`config.mk`:
```
export PLATFORM = sky130hd
export DESIGN_NAME = kara_mul_pipe_flat
export DESIGN_NICKNAME = d
export VERILOG_FILES = /design/src/rtl/kara_pkg.sv /design/src/rtl/kara_mul_pipe_if.sv /design/src/rtl/kara_base_mul.sv /design/src/rtl/kara_mul_pipe.sv /design/src/flat_wrapper.sv
export SDC_FILE = /design/constraint.sdc
export NUM_CORES = 1
export LEC_CHECK = 0
export ABC_AREA = 1
export CORE_UTILIZATION = 28
export DETAILED_ROUTE_END_ITERATION = 7
export GPL_ROUTABILITY_DRIVEN = 0
export PLACE_DENSITY = 0.52
export SETUP_SLACK_MARGIN = 0.4
export SLEW_MARGIN = 20
export SYNTH_ARGS = -nofsm -noshare
export SYNTH_HDL_FRONTEND = slang
export SYNTH_SLANG_ARGS = --single-unit
export TNS_END_PERCENT = 20
```
`constraint.sdc`:
```
create_clock -name clk -period 5.2 [get_ports clk]
set_input_delay 0.78 -clock clk [delete_from_list [all_inputs] [get_ports clk]]
set_output_delay 0.78 -clock clk [all_outputs]
set_load 0.005 [all_outputs]
```
`src/rtl/kara_pkg.sv`:
```
// Shared helpers for the pipelined Karatsuba multiplier: width math and stage count.
// Latency: n/a (package). Backpressure: n/a.
// Contents: STAGES, kara_half(), kara_p11_w(), kara_w_ok() used for the width guard in the top.
package kara_pkg;

  // Register stages from input transfer to out_valid.
  localparam int STAGES = 4;

  // Half-width of a W-bit operand.
  function automatic int kara_half(input int w);
    return w / 2;
  endfunction

  // Width of the middle product (a0+a1)*(b0+b1): two (H+1)-bit factors.
  function automatic int kara_p11_w(input int w);
    return w + 2;
  endfunction

  // The one-level split only works for even widths of at least 4 bits.
  function automatic bit kara_w_ok(input int w);
    return (w >= 4) && ((w % 2) == 0);
  endfunction

endpackage

```
`src/rtl/kara_mul_pipe_if.sv`:
```
// Operand/product handshake bundle for kara_mul_pipe.
// Latency: n/a (wires only). Backpressure: in_ready/out_ready valid-ready pairs.
// Ports: slave = multiplier side, master = producer/consumer side.
interface kara_mul_pipe_if #(
  parameter int W     = 16,
  parameter int TAG_W = 4
);
  logic               in_valid;
  logic               in_ready;
  logic [W-1:0]       a;
  logic [W-1:0]       b;
  logic [TAG_W-1:0]   in_tag;
  logic               out_valid;
  logic               out_ready;
  logic [2*W-1:0]     out_p;
  logic [TAG_W-1:0]   out_tag;

  modport slave (
    input  in_valid, a, b, in_tag, out_ready,
    output in_ready, out_valid, out_p, out_tag
  );

  modport master (
    output in_valid, a, b, in_tag, out_ready,
    input  in_ready, out_valid, out_p, out_tag
  );
endinterface

```
`src/rtl/kara_base_mul.sv`:
```
// Unsigned N x N -> 2N combinational multiplier used for the three Karatsuba partial products.
// Latency: 0 cycles (purely combinational; the parent registers the result).
// Ports: i_x, i_y operands; o_p full-width product. Backpressure: none.
module kara_base_mul #(
  parameter int N = 8
) (
  input  logic [N-1:0]   i_x,
  input  logic [N-1:0]   i_y,
  output logic [2*N-1:0] o_p
);
  // Zero-extend first so the multiply is evaluated at the full product width.
  assign o_p = {{N{1'b0}}, i_x} * {{N{1'b0}}, i_y};
endmodule

```
`src/rtl/kara_mul_pipe.sv`:
```
// Pipelined one-level Karatsuba unsigned multiplier, out_p = a*b with tag passthrough.
// Latency: 4 cycles input transfer -> out_valid, 1 op/cycle when unstalled.
// Backpressure: global stall when out_valid && !out_ready; every stage holds, in_ready = !stall.
// Ports: clk, rst (sync, active-high), bus = kara_mul_pipe_if.slave (a/b/in_tag in, out_p/out_tag out).
module kara_mul_pipe
  import kara_pkg::*;
#(
  parameter int W     = 16,
  parameter int TAG_W = 4
) (
  input  logic            clk,
  input  logic            rst,
  kara_mul_pipe_if.slave  bus
);

  localparam int H     = kara_half(W);
  localparam int P11_W = kara_p11_w(W);

  if (!kara_w_ok(W)) begin : g_bad_width
    $fatal(1, "kara_mul_pipe: W must be even and >= 4");
  end

  logic               w_stall;

  // S1: operand capture
  logic               r_s1_vld;
  logic [W-1:0]       r_s1_a;
  logic [W-1:0]       r_s1_b;
  logic [TAG_W-1:0]   r_s1_tag;

  // S2: halves and half-sums
  logic               r_s2_vld;
  logic [H-1:0]       r_s2_a0, r_s2_a1, r_s2_b0, r_s2_b1;
  logic [H:0]         r_s2_sa, r_s2_sb;
  logic [TAG_W-1:0]   r_s2_tag;

  // S3: partial products
  logic [2*H-1:0]     w_p0, w_p2;
  logic [P11_W-1:0]   w_p11;
  logic               r_s3_vld;
  logic [2*H-1:0]     r_s3_p0, r_s3_p2;
  logic [P11_W-1:0]   r_s3_p11;
  logic [TAG_W-1:0]   r_s3_tag;

  // S4: recombination
  logic [P11_W-1:0]   w_p1;
  logic [2*W-1:0]     w_sum;
  logic               r_s4_vld;
  logic [2*W-1:0]     r_s4_p;
  logic [TAG_W-1:0]   r_s4_tag;

  // Only the output stage can be blocked, so a single stall freezes the whole pipe.
  assign w_stall      = r_s4_vld && !bus.out_ready;
  assign bus.in_ready = !w_stall;

  assign bus.out_valid = r_s4_vld;
  assign bus.out_p     = r_s4_p;
  assign bus.out_tag   = r_s4_tag;

  kara_base_mul #(.N(H)) u_mul_p0 (
    .i_x (r_s2_a0),
    .i_y (r_s2_b0),
    .o_p (w_p0)
  );

  kara_base_mul #(.N(H)) u_mul_p2 (
    .i_x (r_s2_a1),
    .i_y (r_s2_b1),
    .o_p (w_p2)
  );

  // Half-sums carry one extra bit, so the middle product is (H+1) x (H+1).
  kara_base_mul #(.N(H + 1)) u_mul_p11 (
    .i_x (r_s2_sa),
    .i_y (r_s2_sb),
    .o_p (w_p11)
  );

  // Middle term a0*b1 + a1*b0; never negative and fits in 2H+1 bits.
  assign w_p1 = r_s3_p11 - {2'b00, r_s3_p0} - {2'b00, r_s3_p2};

  // Every term is widened to 2W before the sum so no carry is lost.
  assign w_sum = {{W{1'b0}}, r_s3_p0}
               + ({{(W-2){1'b0}}, w_p1} << H)
               + {r_s3_p2, {W{1'b0}}};

  always_ff @(posedge clk) begin
    if (rst) begin
      r_s1_vld <= 1'b0;
      r_s1_a   <= '0;
      r_s1_b   <= '0;
      r_s1_tag <= '0;
      r_s2_vld <= 1'b0;
      r_s2_a0  <= '0;
      r_s2_a1  <= '0;
      r_s2_b0  <= '0;
      r_s2_b1  <= '0;
      r_s2_sa  <= '0;
      r_s2_sb  <= '0;
      r_s2_tag <= '0;
      r_s3_vld <= 1'b0;
      r_s3_p0  <= '0;
      r_s3_p2  <= '0;
      r_s3_p11 <= '0;
      r_s3_tag <= '0;
      r_s4_vld <= 1'b0;
      r_s4_p   <= '0;
      r_s4_tag <= '0;
    end else if (!w_stall) begin
      // in_valid while unstalled is exactly an input transfer; a bubble loads valid=0.
      r_s1_vld <= bus.in_valid;
      r_s1_a   <= bus.a;
      r_s1_b   <= bus.b;
      r_s1_tag <= bus.in_tag;

      r_s2_vld <= r_s1_vld;
      r_s2_a0  <= r_s1_a[H-1:0];
      r_s2_a1  <= r_s1_a[W-1:H];
      r_s2_b0  <= r_s1_b[H-1:0];
      r_s2_b1  <= r_s1_b[W-1:H];
      r_s2_sa  <= {1'b0, r_s1_a[H-1:0]} + {1'b0, r_s1_a[W-1:H]};
      r_s2_sb  <= {1'b0, r_s1_b[H-1:0]} + {1'b0, r_s1_b[W-1:H]};
      r_s2_tag <= r_s1_tag;

      r_s3_vld <= r_s2_vld;
      r_s3_p0  <= w_p0;
      r_s3_p2  <= w_p2;
      r_s3_p11 <= w_p11;
      r_s3_tag <= r_s2_tag;

      r_s4_vld <= r_s3_vld;
      r_s4_p   <= w_sum;
      r_s4_tag <= r_s3_tag;
    end
  end

endmodule

```
`src/flat_wrapper.sv`:
```
// flat-port wrapper written by rule: the top's interface ports become plain ports
module kara_mul_pipe_flat import kara_pkg::*;
#(
  parameter int W     = 16,
  parameter int TAG_W = 4
)
  (clk, rst, bus_in_valid, bus_a, bus_b, bus_in_tag, bus_out_ready, bus_in_ready, bus_out_valid, bus_out_p, bus_out_tag);
  kara_mul_pipe_if #(.W(W), .TAG_W(TAG_W)) bus_i ();
  input  logic clk;
  input  logic rst;
  input wire logic [$bits(bus_i.in_valid)-1:0] bus_in_valid;
  input wire logic [$bits(bus_i.a)-1:0] bus_a;
  input wire logic [$bits(bus_i.b)-1:0] bus_b;
  input wire logic [$bits(bus_i.in_tag)-1:0] bus_in_tag;
  input wire logic [$bits(bus_i.out_ready)-1:0] bus_out_ready;
  output wire logic [$bits(bus_i.in_ready)-1:0] bus_in_ready;
  output wire logic [$bits(bus_i.out_valid)-1:0] bus_out_valid;
  output wire logic [$bits(bus_i.out_p)-1:0] bus_out_p;
  output wire logic [$bits(bus_i.out_tag)-1:0] bus_out_tag;
  assign bus_i.in_valid = bus_in_valid;
  assign bus_i.a = bus_a;
  assign bus_i.b = bus_b;
  assign bus_i.in_tag = bus_in_tag;
  assign bus_i.out_ready = bus_out_ready;
  assign bus_in_ready = bus_i.in_ready;
  assign bus_out_valid = bus_i.out_valid;
  assign bus_out_p = bus_i.out_p;
  assign bus_out_tag = bus_i.out_tag;
  kara_mul_pipe #(.W(W), .TAG_W(TAG_W)) u_core (.clk(clk), .rst(rst), .bus(bus_i));
endmodule
```
### Word-level counts from Yosys, hierarchy flattened

Index checks and enable logic that the tools add are counted.
Widths: inputs -> output; s select.

* add/subtract/negate cells: 6
* $mul: 3
* reduce and logical (&&, ||, !) cells: 3

Operator list (number)
* $sub 18x16->18: 2
* $add 32x32->32: 1
* $mul 8x8->16: 2
* $add 16x26->27: 1
* $add 8x8->9: 2
* $mul 9x9->18: 1
* $logic_not 1->1: 2
* $logic_and 1x1->1: 1

* input port bits: 40
* bits in registers: 184

### Logic depth before layout (Yosys ltp)

* depth after elaboration: 4
* gate-level depth with buffers: 35
* mapped depth without buffers: 35

### Modules after synthesis

From an unflattened synthesis, not the netlist that was laid out.

* cells, all modules: 2570
* area total of the unflattened synthesis: 17480.5 µm²

Modules (own cells, without submodules)
* kara_mul_pipe: area each 9793.1 µm², cells an instance 1383, instances 1
* kara_base_mul (u_core.u_mul_p0 ...): area each 2396.0 µm², cells an instance 375, instances 2
* kara_base_mul (u_core.u_mul_p11): area each 2895.3 µm², cells an instance 437, instances 1

### Worst setup path after synthesis

Ideal clock, no wire load.

* path type: register to register
* start point: register u_core.r_s3_p2[2]
* end point: register u_core.r_s4_p[27], in the netlist u_core.bus.out_p[27]
* arrival time: 4.060 ns
* path buffers: 0
* period minus slack after synthesis: 4.174 ns
* cell stages (with the launch flop): 29
* setup slack: 1.026 ns
* library setup time: 0.114 ns
* data required time: 5.086 ns
* path through: dfxtp_1 inv_1 fa_1 ha_1 nand2_1 inv_1 nand2_1 nand2_2 nand2_1 nand2_2 xor2_1 ha_1 a21oi_1 o21ai_0 a21oi_1 nand3b_4 xor2_1 inv_1 ha_1 a21oi_1 nand2_1 a21boi_1 o21bai_1 nand2_1 nand2_1 nand2_1 nand2_1 o21bai_1 inv_1

* word-level cells in the longest chain between the ends: 3

RTL lines
* from (decl): RTL line kara_mul_pipe.sv:41 `logic [2*H-1:0] r_s3_p0, r_s3_p2;`
* from (signal assigned): RTL line kara_mul_pipe.sv:127 `r_s3_p2 <= w_p2;`
* $sub 18x16->18: RTL line kara_mul_pipe.sv:80 `assign w_p1 = r_s3_p11 - {2'b00, r_s3_p0} - {2'b00, r_s3_p2};`
* $add 16x26->27: RTL line kara_mul_pipe.sv:84 `+ ({{(W-2){1'b0}}, w_p1} << H)`
* $add 32x32->32 *: RTL line kara_mul_pipe.sv:85 `+ {r_s3_p2, {W{1'b0}}};`
* to (signal assigned): RTL line kara_mul_pipe.sv:132 `r_s4_p <= w_sum;`
* to (decl): RTL line kara_mul_pipe.sv:49 `logic [2*W-1:0] r_s4_p;`

Every way passes the cells marked *; elsewhere a longest branch is shown, timed or not.
A chain may end at the register's enable or synchronous reset.

### Final worst setup path

* start point: register u_core.r_s3_p2[6]
* end point: register u_core.r_s4_p[28], in the netlist u_core.bus.out_p[28]

The elaborated chain is that of the path after synthesis.

==> results.toml <==
[logic_synthesis]
synth-async-reset-ratio_pct = 0
avgSynthCellArea_um2 = 7.266
synthMuxAreaShare_pct = 0
synth_adder_area_share_pct = 29.45
postSynthCellCount = 2299
synth_warnings = 0
number_of_enable_type_register_cells_in_the_synthesized_netlist = 0
mappedNetlistNets = 2647
synth_cell_types = 41
yosys_most_used_dff = "dfxtp_1"
synthXorXnorAreaFrac_pct = 3.146
yosysSeqAreaShare_pct = 22.05
synth-compound-area-share_pct = 12.32
synth-seq-cells = 184
post_synth_and_or_nand_nor_area_fraction_pct = 20.39
dominant_combinational_cell_family_by_area_after_synthesis = "adder cells"
netlist_area_um2 = 16700

[cts]
clock-root-buffer = "clkbuf_16"
ctsLongestPathBuffers = 2
clk-insertion-delay-late_ns = 0.46
clock_tree_from_tritoncts = "yes"
cts.reportedPaths.clkPinSlew_ns = 0.08
clock_tree.htree_level_count = 4
numClockSinks = 184
cts_hold_buf = 0
cts_buf_count = 17

[timing]
max_freq_ghz = 0.2183
setup-violations-final = 0
min_cycle_time_layout_ns = 4.582
fin_worst_skew_ns = 0.01202
worstMarginPinSlew_ns = 0.9072
relative_max_transition_margin_pct = 39.52
finalCritPeriodShare_pct = 88.11
timing.hold.ws_ns = 0.4780
fin_setup_tns_ns = 0
final-hold-violation-count = 0
grt_setup_unrepaired = "true"
timing_max_transition_violations_final = 0

[drt]
postRouteAntennaNets = 0
detail_route.first_pass.iterations = 5
vias = 13916
first_iter_violations = 769
route.detailed.wl_per_inst_um = 14.57
drc_violation_count_after_routing = 0
via_per_inst = 4.495
drt-total-wl_um = 45100

[die]
die_width_um = 246.3
floorplan.initialDensity_pct = 28.30
num_ports = 78
rows = 89
die_y_um = 246.3
die-area_um2 = 60640
fp.coreArea_um2 = 59020

[finish]
syn2layout_area_growth_pct = 14.20
top_library_cells_by_usage_in_the_layout_fill_and_taps_aside = "inv_1 (444), nand2_1 (436), nor2_1 (227)"
post_layout_instance_area_um2 = 19080
most_common_cell_after_layout_fill_and_taps_aside = "inv_1"
instances_no_fill = 3096
layout_cells_sized_above_1_pct = 6.759
antennaDiodeCount = 0
final_nets = 2659

[worst_setup_path]
path_max_fanout = 4
critPathMaxStageDelay_ns = 0.56
timing.critical_path.arrival_ns = 4.94
worst_setup_path_start_kind = "register"
cpMostUsedCell = "inv_1"
cp_slowest_cell = "fa_1"
category_of_the_worst_setup_path_capture_point = "register"
critPathKind = "register to register"
worstPathRequired_ns = 5.56

[pwr]
power.density_cell_area_nw_per_um2 = 308.9
design_power_total_mw = 5.894
total_leakage_power_nw = 10.48
vdd_ir_drop_max_uv = 235.7

[worst_hold_path]
hold_path.class = "register to register"

[status]
outcome = "completed"

[placed_design]
detailed_placer_s_ending_hpwl_um = 35760
post_dp_cell_area_um2 = 18150
place.detailed.instances = 3053
io_buffer_count = 77

[grt]
grtUsageMet3_pct = 2.429
grt_pass1_vias = 13870
maximum_number_of_pins_on_one_net_before_global_route_repair = 150
grt_busiest_layer = "met2"
globalRouteMet2Util_pct = 25.54
grt_antenna_before_repair = 0
grtUsageMet1_pct = 20.61
grt_first_pass_wirelength_um = 73970
overall_fraction_of_global_route_tracks_in_use_pct = 15.40
gr-total-overflow = 0

[job]
max_cap_violations = 0
[registers in the layout (all words and copies together) (netlist names), 8 cells and up]
signal / cells
u_core.r_s2_b1: 8
u_core.r_s1_b: 16
u_core.r_s2_b0: 8
u_core.bus.out_p: 32
u_core.r_s1_a: 16
u_core.r_s3_p11: 18
u_core.r_s2_a1: 8
u_core.r_s2_a0: 8
u_core.r_s3_p2: 16
u_core.r_s3_p0: 16
u_core.r_s2_sb: 9
u_core.r_s2_sa: 9
[critical path: cells and delay by family, from the launching register on]
family / cells / cell delay (ns)
buf+inv: 7 / 0.55
flops: 1 / 0.34
xor+xnor: 2 / 0.29
fa+ha+maj: 5 / 1.55
compound gates: 7 / 1.08
simple gates: 8 / 0.63
[report_power, final]
part	switching, mW	internal, mW
sequential	0.171	1.55
combinational	1.71	1.10
clock	0.611	0.754
[Yosys cell counts (all sizes together) (18+ instances only)]
| master | n | share of area, % |
|---|---|---|
| a21oi | 104 | 3.1 |
| clkbuf | 101 | 2.3 |
| dfxtp | 184 | 22 |
| fa | 142 | 17 |
| ha | 166 | 12 |
| inv | 453 | 10 |
| nand2 | 474 | 11 |
| nand3 | 71 | 2.3 |
| nor2 | 239 | 5.7 |
| o211ai | 18 | 0.81 |
| o21ai | 194 | 5.8 |
| o21bai | 34 | 1.5 |
| xnor2 | 18 | 0.94 |
| xor2 | 42 | 2.2 |
[logic make-up after synthesis]
group | after synthesis
AND/OR/NAND/NOR | 812
buffers and inverters | 562
AO/OA/AOI/OAI | 373
adder cells (fa/ha/maj) | 308
flip-flops | 184
XOR/XNOR | 60
[path summary, 6_finish.rpt]
check	startpoint	end	slack, ns	cells past startpoint
worst max register to register	u_core.r_s3_p2[6]$_SDFFE_PP0N_	u_core.bus.out_p[28]$_SDFFE_PP0N_	0.62	29
worst max-delay path	u_core.r_s3_p2[6]$_SDFFE_PP0N_	u_core.bus.out_p[28]$_SDFFE_PP0N_	0.62	29
worst min register to register	u_core.r_s2_vld$_SDFFE_PP0N_	u_core.r_s2_vld$_SDFFE_PP0N_	0.48	2
worst min-delay path	u_core.r_s2_vld$_SDFFE_PP0N_	u_core.r_s2_vld$_SDFFE_PP0N_	0.48	2
[through the flow]
stage                     setup slack [ns]  utilization [%]
final                               0.6182            32.32
after global routing                0.3551            32.32
after CTS                           0.3896            31.79
after detailed placement            0.2682            30.75
after global placement              0.4417            30.75
after floorplan                      1.026                -
[routing by layer]
layer | part of all wire (%) | wire length, um
met1 | 48 | 21620
met3 | 3.7 | 1690
met5 | 0 | 0
met4 | 2.3 | 1032
met2 | 46 | 20750
[area by class of cell]
| cell class | instances | area [um2] |
|---|---|---|
| fill | 6351 | 39940 |
| multi-input combinational | 1553 | 11140 |
| clock buffer | 20 | 466.7 |
| inverter | 454 | 1712 |
| timing repair buffer | 101 | 963.4 |
| sequential | 184 | 3689 |
| tap | 773 | 967.2 |
| clock inverter | 11 | 136.4 |
[repair_timing]
| item | CTS | global route |
|---|---|---|
| pin swaps | 0 | 18 |
| setup buffers | 0 | 12 |
| gates resized for setup | 2 | 46 |
| setup endpoints to repair | 5 | 13 |
Note: power is estimated with default switching activity, not from simulation.
